[config.mk]
export PLATFORM = sky130hd
export DESIGN_NAME = mem_stall_injector
export DESIGN_NICKNAME = d
export VERILOG_FILES = /design/src/rtl/mem_stall_injector_pkg.sv /design/src/rtl/mem_stall_injector_lfsr16.sv /design/src/rtl/mem_stall_injector.sv
export SDC_FILE = /design/constraint.sdc
export NUM_CORES = 1
export LEC_CHECK = 0
export ABC_AREA = 1
export CORE_AREA = 10 10 171 133
export DETAILED_ROUTE_END_ITERATION = 16
export DIE_AREA = 0 0 181 143
export PLACE_DENSITY = 0.89
export SKIP_LAST_GASP = 1
export SYNTH_ARGS = -nofsm -noshare
export SYNTH_HDL_FRONTEND = slang
export SYNTH_HIERARCHICAL = 1
export SYNTH_SLANG_ARGS = --single-unit
[constraint.sdc]
create_clock -name clk -period 2.7 [get_ports clk]
set_input_delay 0.405 -clock clk [delete_from_list [all_inputs] [get_ports clk]]
set_output_delay 0.405 -clock clk [all_outputs]
set_load 0.02 [all_outputs]
[src/rtl/mem_stall_injector_pkg.sv]
// Shared definitions for the memory wait-state injector: mode and FSM encodings,
// LFSR feedback taps and the saturating statistics increment.
package mem_stall_injector_pkg;

    typedef enum logic [1:0] {
        MODE_OFF     = 2'd0,
        MODE_ONESHOT = 2'd1,
        MODE_ALWAYS  = 2'd2,
        MODE_RANDOM  = 2'd3
    } mode_e;

    typedef enum logic [1:0] {
        ST_IDLE  = 2'd0,
        ST_WAIT  = 2'd1,
        ST_GRANT = 2'd2
    } state_e;

    // Right-shifting Fibonacci form of x^16 + x^14 + x^13 + x^11 + 1:
    // the new MSB is the XOR of bits 0, 2, 3 and 5.
    localparam logic [15:0] LFSR_TAPS = 16'h002D;

    localparam logic [31:0] STAT_MAX = 32'hFFFF_FFFF;

    function automatic logic [15:0] lfsr16_next(input logic [15:0] cur);
        return {^(cur & LFSR_TAPS), cur[15:1]};
    endfunction

    function automatic logic [31:0] sat_inc(input logic [31:0] val);
        return (val == STAT_MAX) ? val : val + 32'd1;
    endfunction

endpackage

[src/rtl/mem_stall_injector_lfsr16.sv]
// Seeded 16-bit Fibonacci LFSR with enable; exposes only the low OUT_W bits,
// which the injector uses as a random wait count.
module stall_lfsr16
    import mem_stall_injector_pkg::*;
#(
    parameter logic [15:0] SEED  = 16'hACE1,
    parameter int unsigned OUT_W = 16
) (
    input  logic             clk,
    input  logic             rst_n,
    input  logic             en,
    output logic [OUT_W-1:0] value
);

    logic [15:0] lfsr_q;

    // NOTE: sequential state is written with non-blocking assignments only, so
    // every flop samples the pre-edge value of every other flop.
    always_ff @(posedge clk) begin
        if (!rst_n) begin
            lfsr_q <= SEED;
        end else if (en) begin
            lfsr_q <= lfsr16_next(lfsr_q);
        end
    end

    assign value = lfsr_q[OUT_W-1:0];

endmodule

[src/rtl/mem_stall_injector.sv]
// Wait-state injector between a CPU memory port and a zero-latency memory:
// holds matching accesses off for a programmable number of cycles and keeps statistics.
module mem_stall_injector
    import mem_stall_injector_pkg::*;
#(
    parameter int unsigned ADDR_W    = 32,
    parameter int unsigned XLEN      = 32,
    parameter int unsigned N_REGIONS = 2,
    parameter int unsigned WAIT_W    = 4,
    parameter logic [15:0] LFSR_SEED = 16'hACE1
) (
    input  logic                    clk,
    input  logic                    rst_n,

    input  logic                    up_req,
    input  logic                    up_we,
    input  logic [ADDR_W-1:0]       up_addr,
    input  logic [XLEN-1:0]         up_wdata,
    output logic [XLEN-1:0]         up_rdata,
    output logic                    up_ready,

    output logic                    dn_req,
    output logic                    dn_we,
    output logic [ADDR_W-1:0]       dn_addr,
    output logic [XLEN-1:0]         dn_wdata,
    input  logic [XLEN-1:0]         dn_rdata,
    input  logic                    dn_ready,

    input  logic [N_REGIONS*ADDR_W-1:0] cfg_base,
    input  logic [N_REGIONS*ADDR_W-1:0] cfg_mask,
    input  logic [N_REGIONS*WAIT_W-1:0] cfg_wait,
    input  logic [N_REGIONS*2-1:0]      cfg_mode,
    input  logic [N_REGIONS-1:0]        cfg_rearm,

    output logic                    stall_active,
    output logic [31:0]             stat_stall_events,
    output logic [31:0]             stat_stall_cycles,
    output logic                    stat_proto_err
);

    state_e              state, state_next;
    logic [WAIT_W-1:0]   cnt, cnt_next;
    logic [N_REGIONS-1:0] armed, armed_next;
    logic [N_REGIONS-1:0] hit;
    logic [N_REGIONS-1:0] sel_onehot;
    logic                sel_oneshot;
    logic [WAIT_W-1:0]   eff_w;
    logic [WAIT_W-1:0]   lfsr_rand;
    logic                new_access;
    logic                start_stall;
    logic                proto_drop;

    // Data path is a straight wire; only the handshake is manipulated.
    assign dn_we    = up_we;
    assign dn_addr  = up_addr;
    assign dn_wdata = up_wdata;
    assign up_rdata = dn_rdata;

    stall_lfsr16 #(
        .SEED  (LFSR_SEED),
        .OUT_W (WAIT_W)
    ) u_lfsr (
        .clk   (clk),
        .rst_n (rst_n),
        .en    (1'b1),
        .value (lfsr_rand)
    );

    always_comb begin : region_match
        for (int i = 0; i < N_REGIONS; i++) begin
            hit[i] = ((up_addr ^ cfg_base[i*ADDR_W +: ADDR_W])
                      & cfg_mask[i*ADDR_W +: ADDR_W]) == '0;
        end
    end

    // Scanning from the top down lets the lowest-index hit overwrite the rest.
    always_comb begin : region_select
        sel_onehot  = '0;
        sel_oneshot = 1'b0;
        eff_w       = '0;
        for (int i = N_REGIONS - 1; i >= 0; i--) begin
            if (hit[i]) begin
                sel_onehot    = '0;
                sel_onehot[i] = 1'b1;
                sel_oneshot   = 1'b0;
                case (mode_e'(cfg_mode[2*i +: 2]))
                    MODE_OFF:     eff_w = '0;
                    MODE_ONESHOT: begin
                        eff_w       = armed[i] ? cfg_wait[i*WAIT_W +: WAIT_W] : '0;
                        sel_oneshot = 1'b1;
                    end
                    MODE_ALWAYS:  eff_w = cfg_wait[i*WAIT_W +: WAIT_W];
                    MODE_RANDOM:  eff_w = lfsr_rand & cfg_wait[i*WAIT_W +: WAIT_W];
                    default:      eff_w = '0;
                endcase
            end
        end
    end

    // NOTE: every signal driven here gets a default first, so no path through
    // the case statement can leave one unassigned and infer a latch.
    always_comb begin : fsm_comb
        state_next   = state;
        cnt_next     = cnt;
        dn_req       = 1'b0;
        up_ready     = 1'b0;
        stall_active = 1'b0;
        new_access   = 1'b0;
        start_stall  = 1'b0;
        proto_drop   = 1'b0;

        if (rst_n) begin
            case (state)
                ST_IDLE: begin
                    if (up_req) begin
                        new_access = 1'b1;
                        if (eff_w == '0) begin
                            dn_req   = 1'b1;
                            up_ready = dn_ready;
                        end else begin
                            stall_active = 1'b1;
                            start_stall  = 1'b1;
                            if (eff_w == WAIT_W'(1)) begin
                                state_next = ST_GRANT;
                            end else begin
                                state_next = ST_WAIT;
                                cnt_next   = eff_w - WAIT_W'(1);
                            end
                        end
                    end
                end

                ST_WAIT: begin
                    if (!up_req) begin
                        proto_drop = 1'b1;
                        state_next = ST_IDLE;
                    end else begin
                        stall_active = 1'b1;
                        cnt_next     = cnt - WAIT_W'(1);
                        if (cnt == WAIT_W'(1)) begin
                            state_next = ST_GRANT;
                        end
                    end
                end

                ST_GRANT: begin
                    if (!up_req) begin
                        proto_drop = 1'b1;
                        state_next = ST_IDLE;
                    end else begin
                        dn_req   = 1'b1;
                        up_ready = dn_ready;
                        if (dn_ready) begin
                            state_next = ST_IDLE;
                        end
                    end
                end

                default: state_next = ST_IDLE;
            endcase
        end
    end

    // A re-arm pulse coinciding with the disarming access keeps the region armed.
    always_comb begin : oneshot_arm
        armed_next = armed;
        if (new_access && sel_oneshot) begin
            armed_next = armed & ~sel_onehot;
        end
        armed_next = armed_next | cfg_rearm;
    end

    always_ff @(posedge clk) begin
        if (!rst_n) begin
            state             <= ST_IDLE;
            cnt               <= '0;
            armed             <= '1;
            stat_stall_events <= '0;
            stat_stall_cycles <= '0;
            stat_proto_err    <= 1'b0;
        end else begin
            state <= state_next;
            cnt   <= cnt_next;
            armed <= armed_next;
            if (start_stall) begin
                stat_stall_events <= sat_inc(stat_stall_events);
            end
            if (stall_active) begin
                stat_stall_cycles <= sat_inc(stat_stall_cycles);
            end
            if (proto_drop) begin
                stat_proto_err <= 1'b1;
            end
        end
    end

endmodule

# Word level (Yosys, flattened, before mapping)
# Cells that the tools add are included.
totals:
  register_bits: 89
  out_inout_bits: 165
  elab_cells: 101
op_classes:
  addsub: 4
  eq_ne: 18
  mux: 47
  bitwise: 11
  reduce_logical: 14
ops:
  columns: ["op", "count"]
  rows:
  - ["32-bit by 1-bit adder with 32-bit output (second input constant)", 2]
  - ["32-bit AND", 2]
  - ["32-bit == test (second input constant)", 2]
  - ["32-bit logical NOT", 2]
  - ["32-bit bitwise XOR", 2]
  - ["4-bit 2-to-1 mux", 8]
  - ["4-bit case mux with 4 select lines", 2]
  - ["1-bit 2-to-1 mux", 22]
  - ["2-bit 2-to-1 mux", 10]
  - ["16-bit parity", 1]
  - ["2-bit == test (second input constant)", 5]
  - ["4-bit AND", 2]
  - ["4-bit by 1-bit == test with 1-bit output (second input constant)", 2]
  - ["2-bit != test (second input constant)", 4]
  - ["4-bit case mux with 2 select lines", 1]
  - ["4-bit by 1-bit subtractor with 4-bit output (second input constant)", 2]
  - ["2-bit by 1-bit == test with 1-bit output (second input constant)", 3]
  - ["2-bit logical NOT", 3]
  - ["3-bit != test (second input constant)", 2]
  - ["1-bit case mux with 2 select lines", 3]
  - ["2-bit case mux with 3 select lines", 1]
  - ["5-bit AND reduction", 1]
  - ["4-bit logical NOT", 1]
  - ["2-bit AND reduction", 2]
  - ["other kinds (8)", 9]

# Logic depth before layout (Yosys ltp)
logic_depth:
  ltp_word: 11
  mapped_depth: 21
  ltp_nobuf: 21

# Cells and area by module
# Netlist, hierarchy kept.
by_module_without_submodules:
  columns: ["module", "instances", "cells_per_inst", "area_per_inst_um2", "seq_area_each_um2"]
  rows:
  - ["mem_stall_injector", 1, 1252, 7151.9, 1461.4]
  - ["stall_lfsr16", 1, 86, 656.9, 320.3]

# Worst setup path before layout
# No wires, ideal clock.
synth_timing:
  kind: "input to output"
  start: "input cfg_base[10]"
  end: "output up_ready"
  t_arrival_ns: 2.323
  slack_ns: -0.028
  stages: 14
  path_buffers: 0
  cell_sequence: "or2_0 nand3_1 nand2_1 nor2_1 nand2_1 nor2_1 nand2_1 nand3_1 nand2_1 inv_1 ha_1 nand3_1 a21oi_1 and2_1"
synth_between:
  elab_chain_cells: 9
synth_lines:
  columns: ["item", "line_no", "rtl"]
  rows:
  - ["start, declared", "mem_stall_injector.sv:29", "input logic [N_REGIONS*ADDR_W-1:0] cfg_base,"]
  - ["32-bit bitwise XOR", "mem_stall_injector.sv:71", "hit[i] = ((up_addr ^ cfg_base[i*ADDR_W +: ADDR_W])"]
  - ["32-bit AND", "mem_stall_injector.sv:72", "& cfg_mask[i*ADDR_W +: ADDR_W]) == '0;"]
  - ["32-bit logical NOT", "mem_stall_injector.sv:71", null]
  - ["4-bit 2-to-1 mux", "mem_stall_injector.sv:82", "if (hit[i]) begin"]
  - ["4-bit logical NOT", "mem_stall_injector.sv:117", "if (eff_w == '0) begin"]
  - ["1-bit 2-to-1 mux", "mem_stall_injector.sv:117", null]
  - ["1-bit 2-to-1 mux", "mem_stall_injector.sv:115", "if (up_req) begin"]
  - ["1-bit case mux with 2 select lines", "mem_stall_injector.sv:113", "case (state)"]
  - ["1-bit 2-to-1 mux", "mem_stall_injector.sv:112", "if (rst_n) begin"]
  - ["end, declared", "mem_stall_injector.sv:20", "output logic up_ready,"]
# No other way between the ends.

# Worst setup path in the final report
layout_timing:
  start: "input up_addr[20]"
  end: "register cnt[3]"
layout_between:
  elab_chain_cells: 10
  word_cells_on_any_way: 18
layout_lines:
  columns: ["item", "line_no", "rtl"]
  rows:
  - ["start, declared", "mem_stall_injector.sv:17", "input logic [ADDR_W-1:0] up_addr,"]
  - ["32-bit bitwise XOR", "mem_stall_injector.sv:71", null]
  - ["32-bit AND", "mem_stall_injector.sv:72", null]
  - ["32-bit logical NOT", "mem_stall_injector.sv:71", null]
  - ["4-bit 2-to-1 mux", "mem_stall_injector.sv:82", null]
  - ["4-bit 2-to-1 mux *", "mem_stall_injector.sv:82", null]
  - ["4-bit by 1-bit subtractor with 4-bit output", "mem_stall_injector.sv:127", "cnt_next = eff_w - WAIT_W'(1);"]
  - ["4-bit 2-to-1 mux", "mem_stall_injector.sv:123", "if (eff_w == WAIT_W'(1)) begin"]
  - ["4-bit 2-to-1 mux", "mem_stall_injector.sv:117", null]
  - ["4-bit 2-to-1 mux", "mem_stall_injector.sv:115", null]
  - ["4-bit case mux with 2 select lines", "mem_stall_injector.sv:113", null]
  - ["end signal, assigned", "mem_stall_injector.sv:183", "cnt <= cnt_next;"]
  - ["end, declared", "mem_stall_injector.sv:42", "logic [WAIT_W-1:0] cnt, cnt_next;"]
# Every way passes the cells marked *; elsewhere a longest branch is shown, timed or not. The select of a mux whose other input is x is not followed.
# A chain may end at the register's enable or synchronous reset.

==> flow_summary.json <==
{
  "clock.fmax_mhz": 361,
  "cts-htree-levels": 3,
  "place_congestion": 0.970,
  "antenna_found_initial": 4,
  "finalWorstSetupSlack_ns": -0.0671,
  "synth_edf_count": 0,
  "worst_pin_slew_ns": 0.670,
  "ant_nets": 0,
  "coreArea_sq_um": 19200,
  "dp.cells": 1815,
  "pre_cts_ws_ns": -1.22,
  "drc": 0,
  "setup_viol": 3,
  "tritoncts": "built",
  "cts_buffers": 9,
  "power_frac_seq_pct": 35.0,
  "grt_pass1_vias": 9110,
  "fin_util_pct": 59.9,
  "synth_cell_type_count": 39,
  "finalCritPeriodShare_pct": 102,
  "ys_async_sr_fraction_pct": 0,
  "fp.dieW_microns": 181,
  "synth_cells": 1338,
  "sw_frac_of_total_pct": 33.3,
  "numPortBuffers": 277,
  "cts-root-buf": "clkbuf_16",
  "initial_core_util_pct": 40.6,
  "ys_warn_count": 6,
  "grt_overflow": 0,
  "fin_hold_ws_ns": 0.472,
  "avgSynthCellArea_sq_um": 5.84,
  "via_per_inst": 5.12,
  "ys_seq_area_share_pct": 22.8,
  "drive_above_1_share_pct": 21.5,
  "dr.pass1.iters": 7,
  "drt_iter0_markers": 797,
  "p_sw_mw": 1.34,
  "power_mw": 4.02,
  "pwr-share-clk_pct": 32.8,
  "skew_ns": 0.0143,
  "cts_hold_buf": 0,
  "totalWireLength_mm": 34.1,
  "status": "finished with violations",
  "final_cell_mix": "366 x nand2_1, 137 x nor2_1, 134 x inv_1",
  "hpwl_mm": 27.1,
  "clock-sinks": 89,
  "hold_viol": 0,
  "grt_pass1_wl_mm": 50.7,
  "clockBufferDepth": 2,
  "drv_cap": 0,
  "violations": "negative setup slack",
  "fin_crit_ns": 2.77,
  "report.final.slew_viol_count": 0,
  "ys_ff_latch": 89,
  "area_delta_synth_final_pct": 47.4,
  "power.internal_mw": 2.68,
  "clk_pin_slew_ns": 0.07,
  "pwr_density_cell_nw_per_um2": 349,
  "rows": 44,
  "rsz0062_at_grt": "yes",
  "critPathMaxFanout": 7,
  "grt_usage_pct": 24.4,
  "instances_no_fill": 1871,
  "io_pins": 408,
  "syn-cell-area_sq_um": 7810,
  "layout_commonest_cell": "nand2_1",
  "arrival_ns": 3.00,
  "synth_flop_cell": "dfxtp_1",
  "crit_type": "input port to flip-flop",
  "layout.nets": 1861,
  "crit_path_end_kind": "flip-flop",
  "via_count": 9585,
  "clk_latency_ns": 0.34,
  "start_kind": "input port",
  "dieArea_sq_um": 25900,
  "p_leak_nw": 5.25,
  "required_ns": 2.93,
  "grt_max_degree": 61,
  "power_frac_comb_pct": 32.2,
  "relSlewSlack_pct": 55.3,
  "die_h_microns": 143,
  "hold_class": "flip-flop to flip-flop",
  "vdd_drop_max_mv": 0.318,
  "wl_per_cell_microns": 18.2
}
-- worst paths after layout --
kind / slack [ns] / endpoint / depth (start not counted) / startpoint
max reg2reg: 0.27 / stat_stall_cycles[6]$_SDFFE_PN0P_ / 14 / stat_stall_cycles[0]$_SDFFE_PN0P_
min: 0.47 / u_lfsr/lfsr_q[11]$_SDFFE_PN1P_ / 2 / u_lfsr/lfsr_q[12]$_SDFFE_PN0P_
max: -0.07 / cnt[3]$_SDFFE_PN0P_ / 21 / up_addr[20]
min reg2reg: 0.47 / u_lfsr/lfsr_q[11]$_SDFFE_PN1P_ / 2 / u_lfsr/lfsr_q[12]$_SDFFE_PN0P_
-- cell usage after synthesis (all sizes together), types with 11 or more instances --
cell type | n | area, sq um
nand2 | 406 | 1530
nor2 | 180 | 681
inv | 154 | 578
buf | 118 | 877
nand3 | 111 | 556
dfxtp | 89 | 1780
a21oi | 73 | 369
xor2 | 43 | 377
o21ai | 41 | 209
nand4 | 28 | 175
nor3 | 27 | 151
nor4 | 15 | 106
xnor2 | 11 | 96.3
-- routing by layer --
metal  routed length (microns)  vias to the layer above  GRT usage (%)
met3                      3660                       58           8.86
met5                         0                        -              0
li1                          -                     4682              -
met4                       730                        0           6.32
met1                     13800                     4370           29.3
met2                     15900                      475           40.7
-- through the flow --
stage,setup TNS [ns],cell area [sq um]
after CTS,-0.142,11400
after detailed placement,-67.65,10600
final,-0.0895,11500
after floorplan,0,7820
after global placement,-58.83,10600
after global routing,-2.42,11500
-- final cells by class --
cell class	instances	area (sq um)
fill	1767	7710
clock buffer	9	225
antenna	5	12.5
tap	253	317
timing repair buffer	385	3370
inverter	155	582
clock inverter	7	76.3
sequential	89	1780
multi-input combinational	968	5150
-- logic make-up after synthesis --
kind of cell | share of synthesized area (%)
other | 0.0480
buffers and inverters | 19.2
AO/OA/AOI/OAI | 8.08
multiplexers | 0.128
AND/OR/NAND/NOR | 42.1
flip-flops | 22.8
XOR/XNOR | 6.06
adder cells (fa/ha/maj) | 1.60
-- worst max-delay path, stage by stage --
cell and delay (ns):
buf_8 0.10, or2_1 0.26, nand3_4 0.12, nand2_2 0.08, nor2_1 0.10, nand2_1 0.08
nor2_2 0.13, nand2_4 0.11, nand3_2 0.09, nand2_2 0.06, buf_4 0.12, buf_4 0.12
buf_4 0.13, buf_4 0.12, buf_4 0.14, ha_4 0.15, o211ai_1 0.17, buf_4 0.18
nand3_1 0.07, nor2_1 0.18, nor2_2 0.05
-- state kept, by name, indices dropped and copies added (netlist names) --
signal	cells
stat_stall_cycles	32
stat_proto_err	1
stat_stall_events	32
state	2
armed	2
cnt	4
u_lfsr/lfsr_q	16
-- timing repair --
action,in CTS,in global routing
pin swaps,154,103
gates resized for setup,371,149
endpoints found under the hold margin,0,0
setup endpoints to repair,73,73
buffers inserted,30,6
-- power groups by stage --
stage / Sequential (mW) / Combinational (mW) / Clock [mW]
after CTS: 1.40 / 1.21 / 1.33
after floorplan: 1.43 / 0.746 / 0
final: 1.41 / 1.30 / 1.32
after global placement: 1.43 / 1.13 / 0
after global routing: 1.41 / 1.42 / 1.39
after detailed placement: 1.43 / 1.16 / 0
Power figures use the tool's default switching activity.
==> edit, RTL diff (same flow settings) <==
`XLEN`: 32 -> 48.
--- a/src/rtl/mem_stall_injector.sv
+++ b/src/rtl/mem_stall_injector.sv
@@ -4,7 +4,7 @@
     import mem_stall_injector_pkg::*;
 #(
     parameter int unsigned ADDR_W    = 32,
-    parameter int unsigned XLEN      = 32,
+    parameter int unsigned XLEN      = 48,
     parameter int unsigned N_REGIONS = 2,
     parameter int unsigned WAIT_W    = 4,
     parameter logic [15:0] LFSR_SEED = 16'hACE1
Ports: changed (resized dn_rdata, dn_wdata, up_rdata and up_wdata); port bits go from 408 to 472. The function was not compared with the original's and may differ.
==> edit against the unedited design <==
The run still ends with negative setup slack left; final area is 1.8% higher; largest power group unchanged; wire length is 16% higher; synthesized cell count is 2.4% higher; sequential cell count stayed put; critical path type is now input port to output pin; total power is 2.9% lower; largest cell class unchanged; final cell count is 1.3% higher; synthesized area is 3.1% higher; global-route usage is 3.3 points higher; setup slack worse by 0.010 ns; clock power is 9.8% lower.
==> edit: results (changes against the unedited design) <==
grt:
  grt.total_usage: 0.277  # +0.0329
  met3_usage: 0.124  # +0.0354
  grt_use_met1: 0.294  # +0.000903
  grt_pass1_vias: 9111  # +0.011%
  antenna_found_initial: 3  # -1
  grt_max_degree: 61  # unchanged
  grt_use_met2: 0.466  # +0.0588
route:
  wl_met3_um: 4620  # +26%
  drtPass1Iterations: 5  # -2
  wire_per_inst_um: 20.8  # +14%
  routed-via-count: 9820  # +2.5%
  drt_iter0_markers: 930  # +17%
cells_and_area:
  drive_gt1_frac: 0.200  # -0.0141
  nNetsFinal: 1918  # +3.1%
placement:
  place_ws_ns: -1.24  # -0.0227 ns
  placed_area_um2: 10700  # +1.5%
  dpl.hpwl_um: 32300  # +19%
clock_network:
  clkTransAtPathRegs_ns: 0.07  # about the same
  cts_resized: 274  # -26%
logic_synthesis:
  synth_adder_area_share: 0.0155  # -0.000478
  synthMuxAreaShare: 0.00124  # -0.0000383
  synth_top_cells_by_count: "nand2_1 (402), nor2_1 (178), inv_1 (146)"
  yosys.area_share.xor_xnor: 0.0588  # -0.00181
  seq_area_frac_synth: 0.221  # -0.00681
  synth_compound_area_frac: 0.0783  # -0.00241
  synth_area_leaders: "dfxtp_1 (22%), nand2_1 (19%), buf_4 (12%)"
sta:
  finalSetupViolations: 4  # +1
  worstMarginPinSlew_ns: 0.720  # +0.0498 ns
  finalSetupTns_ns: -0.238  # -0.148 ns
  finClkSkew_ns: 0.0115  # -0.00280 ns
  timing.final.ws_setup_ns: -0.0776  # -0.0105 ns
run_status:
  outcome: "complete, but fails checks"
  failed_checks: "negative setup slack"
critical_path:
  cpMaxStageDelayCell: "dlygate4sd2_1"
  worstPathArrival_ns: 2.37  # -0.63 ns
  worst-path-max-fanout: 4  # -3
power_and_ir_drop:
  ir_drop_uv: 229  # -28%
  power_leakage_uw: 0.00538  # +2.6%
==> edit: changes by cell type in the layout (fill, tap and decap cells not counted), moves of 6 or more <==
cell             before  now
buf_4               102  127
nand2_2              34   28
buf_2                20    5
clkbuf_2             24   18
nand2_1             366  376
dlymetal6s2s_1       11   19
clkdlybuf4s50_1     117  138
==> edit: cell type report <==
class,count,area (um^2)
multi-input combinational,968,5070
clock inverter,5,40.0
antenna,5,12.5
clock buffer,10,229
tap,253,317
timing repair buffer,410,3680
sequential,89,1780
inverter,155,582
fill,1741,7500
==> edit: where the power goes <==
group          total [uW]  internal (uW)  leakage (uW)  switching [uW]
Clock                1190            629      0.000127             557
Sequential           1410           1370      0.000721            42.1
Combinational        1310            612       0.00454             698
Total                3900           2610       0.00538            1300
==> edit: stage by stage <==
step / utilization / hold WS (ns) / cells / power (uW)
floorplan: - / 0.436 / 1372 / 2250
global placement: 0.558 / 0.453 / 1834 / 2590
detailed placement: 0.558 / 0.461 / 1834 / 2620
CTS: 0.596 / 0.476 / 1880 / 3840
global route: 0.609 / 0.490 / 1893 / 4080
finish: 0.610 / 0.479 / 1895 / 3900
==> edit: worst paths after layout <==
| check | start | endpoint | slack [ns] | depth (start not counted) |
|---|---|---|---|---|
| worst max-delay path | cfg_base[51] | up_ready | -0.08 | 17 |
| worst min-delay path | u_lfsr/lfsr_q[12] | u_lfsr/lfsr_q[11] | 0.48 | 2 |
| worst max register to register | stat_stall_cycles[0] | stat_stall_cycles[25] | 0.26 | 14 |
| worst min register to register | u_lfsr/lfsr_q[12] | u_lfsr/lfsr_q[11] | 0.48 | 2 |
==> edit: logic make-up after synthesis <==
group | count (synthesis)
simple gates | 779
buf+inv | 315
compound gates | 121
flops | 89
xor+xnor | 54
fa+ha+maj | 10
other cells | 1
mux | 1
